<file path="config.mk">
export PLATFORM = sky130hd
export DESIGN_NAME = ramb4_s2s8_fifo_ctrl
export DESIGN_NICKNAME = d
export VERILOG_FILES = /design/src/rtl/ramb4_fifo_pkg.sv /design/src/rtl/ramb4_s2s8_fifo_ctrl.sv
export SDC_FILE = /design/constraint.sdc
export NUM_CORES = 1
export LEC_CHECK = 0
export CORE_MARGIN = 2
export CORE_UTILIZATION = 37
export CTS_CLUSTER_DIAMETER = 80
export DETAILED_ROUTE_END_ITERATION = 10
export PLACE_DENSITY = 0.7
export RECOVER_POWER = 50
export SYNTH_ARGS = -nofsm -noshare
export SYNTH_HDL_FRONTEND = slang
export SYNTH_SLANG_ARGS = --single-unit
</file>
<file path="constraint.sdc">
create_clock -name CLK -period 3.3 [get_ports CLK]
set_input_delay 0.495 -clock CLK [delete_from_list [all_inputs] [get_ports CLK]]
set_output_delay 0.495 -clock CLK [all_outputs]
set_load 0.02 [all_outputs]
</file>
<file path="src/rtl/ramb4_fifo_pkg.sv">
// Shared constants and controller state for the RAMB4 S2/S8 width-converting FIFO.
// Holds symbol/byte geometry, pointer widths, the registered controller state
// and the occupancy helper used by the controller.
package ramb4_fifo_pkg;

    localparam int unsigned SYM_W         = 2;
    localparam int unsigned BYTE_W        = 8;
    localparam int unsigned DEPTH_SYM     = 2048;
    localparam int unsigned ADDRA_W       = 11;
    localparam int unsigned ADDRB_W       = 9;
    localparam int unsigned LEVEL_W       = 12;
    localparam int unsigned SYMS_PER_BYTE = BYTE_W / SYM_W;

    // Pointers carry one wrap bit above the RAM address.
    localparam int unsigned WP_W = ADDRA_W + 1;
    localparam int unsigned RP_W = ADDRB_W + 1;

    // Registered controller state.
    typedef struct packed {
        logic [WP_W-1:0] wp;
        logic [RP_W-1:0] rp;
        logic            m_valid;
        logic            ovf;
    } ctrl_state_t;

    // Stored symbols: write pointer minus read pointer scaled to symbols, mod 4096.
    function automatic logic [LEVEL_W-1:0] sym_level(input logic [WP_W-1:0] wp,
                                                     input logic [RP_W-1:0] rp);
        return LEVEL_W'(wp - {rp, 2'b00});
    endfunction

endpackage

</file>
<file path="src/rtl/ramb4_s2s8_fifo_ctrl.sv">
// Controller running one X_RAMB4_S2_S8 as a 2048-symbol FIFO: 2-bit symbols
// written on port A, bytes read on port B.
// Ports:
//   CLK, RST_N              clock, async active-low reset
//   FLUSH                   synchronous clear of pointers/valid/overflow
//   S_VALID/S_DATA/S_READY  2-bit push side
//   M_VALID/M_READY/M_DATA  byte pop side, M_DATA straight from RAM_DOB
//   FULL/EMPTY/AFULL/LEVEL  occupancy status from registered pointers
//   OVF                     sticky push-while-full flag
//   RAM_*                   RAM port A/B controls, RAM_DOB read data
module ramb4_s2s8_fifo_ctrl
    import ramb4_fifo_pkg::*;
#(
    parameter int unsigned AFULL_LVL = 1792
) (
    input  logic                 CLK,
    input  logic                 RST_N,
    input  logic                 FLUSH,
    input  logic                 S_VALID,
    input  logic [SYM_W-1:0]     S_DATA,
    output logic                 S_READY,
    output logic                 M_VALID,
    input  logic                 M_READY,
    output logic [BYTE_W-1:0]    M_DATA,
    output logic                 FULL,
    output logic                 EMPTY,
    output logic                 AFULL,
    output logic [LEVEL_W-1:0]   LEVEL,
    output logic                 OVF,
    output logic [ADDRA_W-1:0]   RAM_ADDRA,
    output logic [SYM_W-1:0]     RAM_DIA,
    output logic                 RAM_ENA,
    output logic                 RAM_WEA,
    output logic [ADDRB_W-1:0]   RAM_ADDRB,
    output logic                 RAM_ENB,
    input  logic [BYTE_W-1:0]    RAM_DOB,
    output logic                 RAM_RSTA,
    output logic                 RAM_RSTB,
    output logic                 RAM_WEB
);

    ctrl_state_t         st_q;
    ctrl_state_t         st_d;
    logic [LEVEL_W-1:0]  level;
    logic                full;
    logic                byte_avail;
    logic                push;
    logic                issue;

    // Occupancy and flags depend on registered pointers only.
    assign level      = sym_level(st_q.wp, st_q.rp);
    assign full       = (level == LEVEL_W'(DEPTH_SYM));
    assign byte_avail = (level >= LEVEL_W'(SYMS_PER_BYTE));

    // State register.
    always_ff @(posedge CLK or negedge RST_N) begin
        if (!RST_N) begin
            st_q <= '0;
        end else begin
            st_q <= st_d;
        end
    end

    // Next state; FLUSH overrides push and pop, and no RAM access during reset.
    always_comb begin
        st_d  = st_q;
        push  = 1'b0;
        issue = 1'b0;
        if (FLUSH) begin
            st_d = '0;
        end else if (RST_N) begin
            push  = S_VALID && !full;
            issue = (!st_q.m_valid || M_READY) && byte_avail;
            if (push) begin
                st_d.wp = st_q.wp + WP_W'(1);
            end
            if (S_VALID && full) begin
                st_d.ovf = 1'b1;
            end
            if (issue) begin
                st_d.rp      = st_q.rp + RP_W'(1);
                st_d.m_valid = 1'b1;
            end else if (M_READY) begin
                st_d.m_valid = 1'b0;
            end
        end
    end

    assign S_READY   = !full;
    assign FULL      = full;
    assign EMPTY     = (level == '0);
    assign AFULL     = (level >= LEVEL_W'(AFULL_LVL));
    assign LEVEL     = level;
    assign OVF       = st_q.ovf;
    assign M_VALID   = st_q.m_valid;

    // RAM holds DOB while ENB is low, keeping M_DATA stable under back-pressure.
    assign M_DATA    = RAM_DOB;

    assign RAM_ENA   = push;
    assign RAM_WEA   = push;
    assign RAM_ADDRA = st_q.wp[ADDRA_W-1:0];
    assign RAM_DIA   = S_DATA;
    assign RAM_ENB   = issue;
    assign RAM_ADDRB = st_q.rp[ADDRB_W-1:0];
    assign RAM_RSTA  = 1'b0;
    assign RAM_RSTB  = 1'b0;
    assign RAM_WEB   = 1'b0;

endmodule

</file>
==> metrics.csv, run 1 <==
metric,value,unit
status,"complete, but fails checks",
violations,setup timing,
worstHoldPathType,reg2reg,
clockPowerShare,0.264,
drc,0,
vias_per_cell,5.212,
synth_top_area_share,0.2662,
syn2layout_area_growth,38.21,%
grt_max_degree,21,
yosysMostFrequentCell,buf_4,
worstMarginPinSlew,0.8547,ns
worstPathCellList,inv_2 -> ha_4 -> a21o_1 -> or3_1 -> a2111o_1 -> a2111o_1 -> buf_6 -> a2111oi_4 -> nor3_2 -> buf_4,
worst_ep_required_time,2.80,ns
coreArea,0.005921,mm²
cp.arrival,3.00,ns
place_area,0.002940,mm²
worst-path-buf-inv,3,
critical_path.startpoint,RAM_ADDRB[2],
worstSetupPathDepth,10,
yosysTopAreaCell,dfrtp_1,
dieArea,0.006738,mm²
gp_congestion,0.8334,
critPathSlowestCell,a2111o_1,
finalWirelength,6.083,mm
syn_inst,275,
ios,69,
portBuffers,45,
p_sw_frac,0.3169,
drive_gt1_frac,0.3110,
cts_root_buf,clkbuf_8,
sequentialPowerShare,0.315,
initial_utilization,0.3810,
fin_crit_sh,1.058,
yosysUniqueCellTypes,49,
maxCapViolations,0,
syn_area_per_cell,8.203,µm²
drtPass1Iterations,4,
diodes,0,
hold_depth,2,
p_comb_frac,0.421,
grt_pass1_vias,2120,
synthTopCellsByCount,"buf_4 (36), dfrtp_1 (24), a21oi_1 (21)",
fillers,544,
grtUsageTotal,0.1862,
p_leak,0.001432,µW
synth_flop_cell,dfrtp_1,
layout_min_cycle_time,3.490,ns
vdd_drop_max,0.1794,mV
yosysSeqAreaShare,0.2662,
multi_input_area,0.001376,mm²
reg2reg_depth,12,
r2r_slack,0.04,ns
r2r-start,RAM_ADDRB[2],
worstSetupPathType,reg2out,
p_switching,307.2,µW
max-slew-margin-rel,0.4302,
fin_nets,373,
setup.worst_path.end_class,primary output,
clk_latency,0.26,ns
drtIter0Drc,56,
regArea,601.8,µm²
path_clk_slew,0.09,ns
grt_pass1_wl,9.735,mm
cp-start-kind,flip-flop,
synth_enable_flop_cells,0,
rows,28,
die_h,82.09,µm
powerDensity,310.9,mW/mm²
whs,0.5221,ns
setup_viol,3,
power.internal,662.2,µW
endpoint,RAM_ENA,
ys_ff_latch,24,
rsz0062_at_grt,yes,
timing.final.ws_setup,-0.1903,ns
dp_hpwl,4.789,mm
crit-reg2reg-capture,RAM_ADDRA[10],
fin_worst_skew,0.003111,ns
final_area,0.003118,mm²
wl_per_cell,14.52,µm
path_common_cell,a2111o_1,
path_delay_family,compound AO/OA/AOI/OAI gates,
h-tree-depth,1,
fmax,286.5,MHz
cts_buffer_depth,2,
drv_slew,0,
cts_sinks,24,
grt_overflow,0,
vias,2184,
crit_fanout,3,
synth.area.top_cells,"dfrtp_1 (27%), buf_4 (12%), ha_1 (6.7%), a21oi_1 (4.7%), nand2_1 (3.2%)",
antenna_found_initial,0,
async_flop_share,1.000,
cts_tree,done,
cts_buffers,3,
synth_warnings,0,
hold_viol_final,0,
die_w,82.09,µm
antenna_left,0,
synth_area,0.002256,mm²
max_stage_delay,0.45,ns
flip-flops by register name, indices dropped and copies added (netlist names):
register	count
RAM_ADDRA	11
RAM_ADDRB	9
st_q	2
M_VALID	1
OVF	1
worst min path at each step:
stage | start | endpoint | slack (ns)
2_1_floorplan | RST_N | M_VALID | 0.20
3_3_place_gp | OVF | OVF | 0.48
3_5_place_dp | OVF | OVF | 0.52
4_1_cts | OVF | OVF | 0.54
5_1_grt | OVF | OVF | 0.55
6_report | OVF | OVF | 0.52
layout by cell type, fill, tap and decap left out, drive strengths merged, types with 3 or more instances in the layout:
cell,n
or4,4
or3,11
and2,4
conb,3
nor4,4
dfrtp,24
xor2,3
ha,12
inv,17
nand2,19
buf,70
mux2,7
nand3,6
nand2b,7
and3,3
nand4,7
nor3,4
a21oi,21
o31ai,4
dlygate4sd3,13
o21ai,14
clkbuf,6
clkdlybuf4s50,23
a21o,3
nor2b,8
nor2,19
power groups by stage:
stage | clock network, µW | logic (µW) | registers, µW
final | 256 | 408 | 305
after detailed placement | 0 | 390 | 311
after floorplan | 0 | 226 | 314
after global routing | 276 | 441 | 307
after CTS | 264 | 394 | 306
after global placement | 0 | 382 | 311
final cells by class:
cell class                 instances  share of cell area
timing repair buffer             110              0.2921
sequential                        24              0.1930
clock buffer                       3             0.01324
clock inverter                     1            0.009631
multi-input combinational        189              0.4414
tap                               75             0.03010
inverter                          17             0.02047
worst min-delay path, cell delays in order, from the launching register on:
cell and delay (ns):
dfrtp_1 0.36, a21oi_1 0.05, nor2_1 0.08
kinds of logic after synthesis:
logic type / Yosys count / synth area share
AO/OA/AOI/OAI: 59 / 0.1736
XOR/XNOR: 3 / 0.01165
adder cells (fa/ha/maj): 13 / 0.07543
other: 1 / 0.001662
AND/OR/NAND/NOR: 102 / 0.2446
multiplexers: 9 / 0.05047
flip-flops: 24 / 0.2662
buffers and inverters: 64 / 0.1764
per-stage QoR:
stage / util / setup slack [ns] / cells / power [µW] / setup TNS, ns
2_1_floorplan: - / 0.0009650 / 277 / 539.7 / 0
3_3_place_gp: 0.4966 / -0.2267 / 409 / 692.9 / -0.8021
3_5_place_dp: 0.4966 / -0.3041 / 409 / 701.7 / -1.476
4_1_cts: 0.5142 / -0.1826 / 414 / 964.2 / -0.5338
5_1_grt: 0.5266 / -0.3169 / 419 / 1024 / -1.076
6_report: 0.5266 / -0.1903 / 419 / 969.4 / -0.5479
routing by layer:
| metal | global-route usage | vias up | part of all wire |
|---|---|---|---|
| met3 | 0.03516 | 10 | 0.052 |
| met5 | 0 | - | 0 |
| li1 | - | 1075 | - |
| met4 | 0.07667 | 0 | 0.020 |
| met2 | 0.3130 | 74 | 0.49 |
| met1 | 0.2331 | 1025 | 0.44 |
what timing repair did:
| item | 4_1_cts | 5_1_grt |
|---|---|---|
| pin swaps | 1 | 4 |
| endpoints found under the setup margin | 11 | 15 |
| buffers inserted | 2 | 5 |
| gates resized for setup | 39 | 22 |
| hold buffers | 0 | 0 |
| gates cloned | 0 | 1 |
(Power assumes the default switching activity.)
==> inputs of run 2 (changes only) <==
--- a/config.mk
+++ b/config.mk
@@ -6,11 +6,12 @@
 export NUM_CORES = 1
 export LEC_CHECK = 0
 export CORE_MARGIN = 2
-export CORE_UTILIZATION = 37
+export CORE_UTILIZATION = 30
 export CTS_CLUSTER_DIAMETER = 80
 export DETAILED_ROUTE_END_ITERATION = 10
-export PLACE_DENSITY = 0.7
+export PLACE_DENSITY = 0.59
 export RECOVER_POWER = 50
+export SLEW_MARGIN = 30
 export SYNTH_ARGS = -nofsm -noshare
 export SYNTH_HDL_FRONTEND = slang
 export SYNTH_SLANG_ARGS = --single-unit
==> metrics.csv, run 2 (synthesis gave the netlist of run 1 again) <==
metric,value,unit,change
worst_ep_required_time,2.80,ns,about the same
grt_pass1_vias,2131,,+0.52%
syn2layout_area_growth,42.82,%,
worstSetupPathType,reg2out,,
vdd_drop_max,0.1444,mV,-20%
drive_gt1_frac,0.3304,,+0.01939
grt_max_degree,29,,+38%
gp_congestion,0.8769,,+5.2%
cts_sinks,24,,unchanged
diodes,0,,unchanged
place_area,0.002970,mm²,+1.0%
whs,0.4994,ns,-0.02273 ns
antenna_left,0,,unchanged
largest_reg_flops,11,,unchanged
setup.worst_path.end_class,primary output,,
antenna_found_initial,0,,unchanged
hold_viol_final,0,,unchanged
powerDensity,308.7,mW/mm²,-0.70%
grt_overflow,0,,unchanged
drtPass1Iterations,4,,unchanged
vias_per_cell,4.982,,-4.4%
status,"complete, but fails checks",,
portBuffers,45,,unchanged
drc,0,,unchanged
vias,2212,,+1.3%
cts_buffer_depth,2,,unchanged
rsz0062_at_grt,yes,,
crit_fanout,3,,unchanged
fillers,748,,+38%
grtUsageTotal,0.1490,,-0.03719
cp.arrival,2.94,ns,-0.06 ns
cp-start-kind,flip-flop,,
final_common_cell,buf_4,,
grt_pass1_wl,10.12,mm,+3.9%
worstHoldPathType,reg2reg,,
layout_common_cells,"buf_4 (64), dfrtp_1 (23), clkdlybuf4s50_1 (23), nand2_1 (19), nor2_1 (18)",,
cts_buffers,3,,unchanged
initial_utilization,0.3110,,-0.07000
wl_per_cell,14.43,µm,-0.60%
fmax,291.3,MHz,+1.7%
layout_min_cycle_time,3.433,ns,-0.05717 ns
h-tree-depth,1,,unchanged
maxCapViolations,0,,unchanged
path_clk_slew,0.10,ns,about the same
cts_tree,done,,
die_w,90.72,µm,+11%
fin_crit_sh,1.040,,-0.01732
coreArea,0.007253,mm²,+23%
fin_worst_skew,0.01494,ns,+0.01183 ns
finalWirelength,6.407,mm,+5.3%
drv_slew,0,,unchanged
multi_input_area,0.001428,mm²,+3.7%
cts_root_buf,clkbuf_8,,
violations,setup timing,,
dp_hpwl,4.925,mm,+2.8%
final_area,0.003222,mm²,+3.3%
timing.final.ws_setup,-0.1331,ns,+0.05717 ns
die_h,90.72,µm,+11%
regArea,601.8,µm²,unchanged
dieArea,0.008229,mm²,+22%
drtIter0Drc,147,,+160%
clk_latency,0.28,ns,+0.02 ns
setup_viol,3,,unchanged
ios,69,,unchanged
p_leak,0.001467,µW,+2.4%
rows,31,,+11%
fin_nets,374,,+0.27%
## run 2: changes by cell type in the layout (fill, tap and decap cells not counted), moves of 2 or more
cell,change
a21oi_1,-3
a21oi_2,+3
buf_2,+2
buf_6,+2
clkbuf_1,-2
nor4b_2,-2
nor4b_4,+2
## run 2: final timing paths
path	cells after the start	start	slack, ns	end
setup / recovery	12	RAM_ADDRA[2]	-0.13	RAM_ENB
hold / removal	2	OVF	0.50	OVF
setup reg to reg	14	RAM_ADDRA[2]	0.10	RAM_ADDRA[7]
hold reg to reg	2	OVF	0.50	OVF
max in group asynchronous	2	RST_N	2.27	RAM_ADDRB[3]
min in group asynchronous	2	RST_N	0.74	st_q[23]
## run 2: routing by layer
layer	wire length, µm	up-vias	global-route usage
met3	250	9	0.01419
met4	72	0	0.04359
li1	-	1077	-
met5	0	-	0
met2	3173	48	0.2562
met1	2911	1078	0.1974
## run 2: critical path, stage by stage (launching register included)
cell      delay [ns]
dfrtp_1         0.39
inv_1           0.06
ha_2            0.19
inv_2           0.04
fa_2            0.38
buf_6           0.13
xor2_2          0.17
a2111o_1        0.31
a2111o_1        0.35
and4bb_2        0.34
nor2b_2         0.05
nor2b_4         0.12
buf_6           0.13
## run 2: what timing repair did
action                                  4_1_cts  5_1_grt
setup buffers                                 6        2
endpoints found under the setup margin       11       23
gates resized for setup                      45       27
gates cloned                                  1        1
pin swaps                                     5        5
hold buffers                                  0        0
## run 2: power by group
part | internal [µW] | switching [µW]
clock | 162 | 104
combinational | 208 | 214
sequential | 300 | 5.52
## run 2: per-stage QoR
step                      setup slack, ns  total power, µW  TNS (ns)  cells    util
after floorplan                 0.0009650            539.7         0    277       -
final                             -0.1331            994.7   -0.3601    444  0.4442
after global placement            -0.2450            695.1    -1.019    433  0.4095
after detailed placement          -0.2953            702.1    -1.478    433  0.4095
after CTS                         -0.2062            986.6   -0.7549    444  0.4340
after global routing              -0.2342             1039   -0.7567    444  0.4442
## run 2: cell type report
cell class	count	area share
well taps	99	0.03845
repair buffers	111	0.2897
clock buffers	3	0.01282
inverters	17	0.01981
clock inverters	1	0.009320
flip-flops and latches	24	0.1868
multi-input cells	189	0.4431
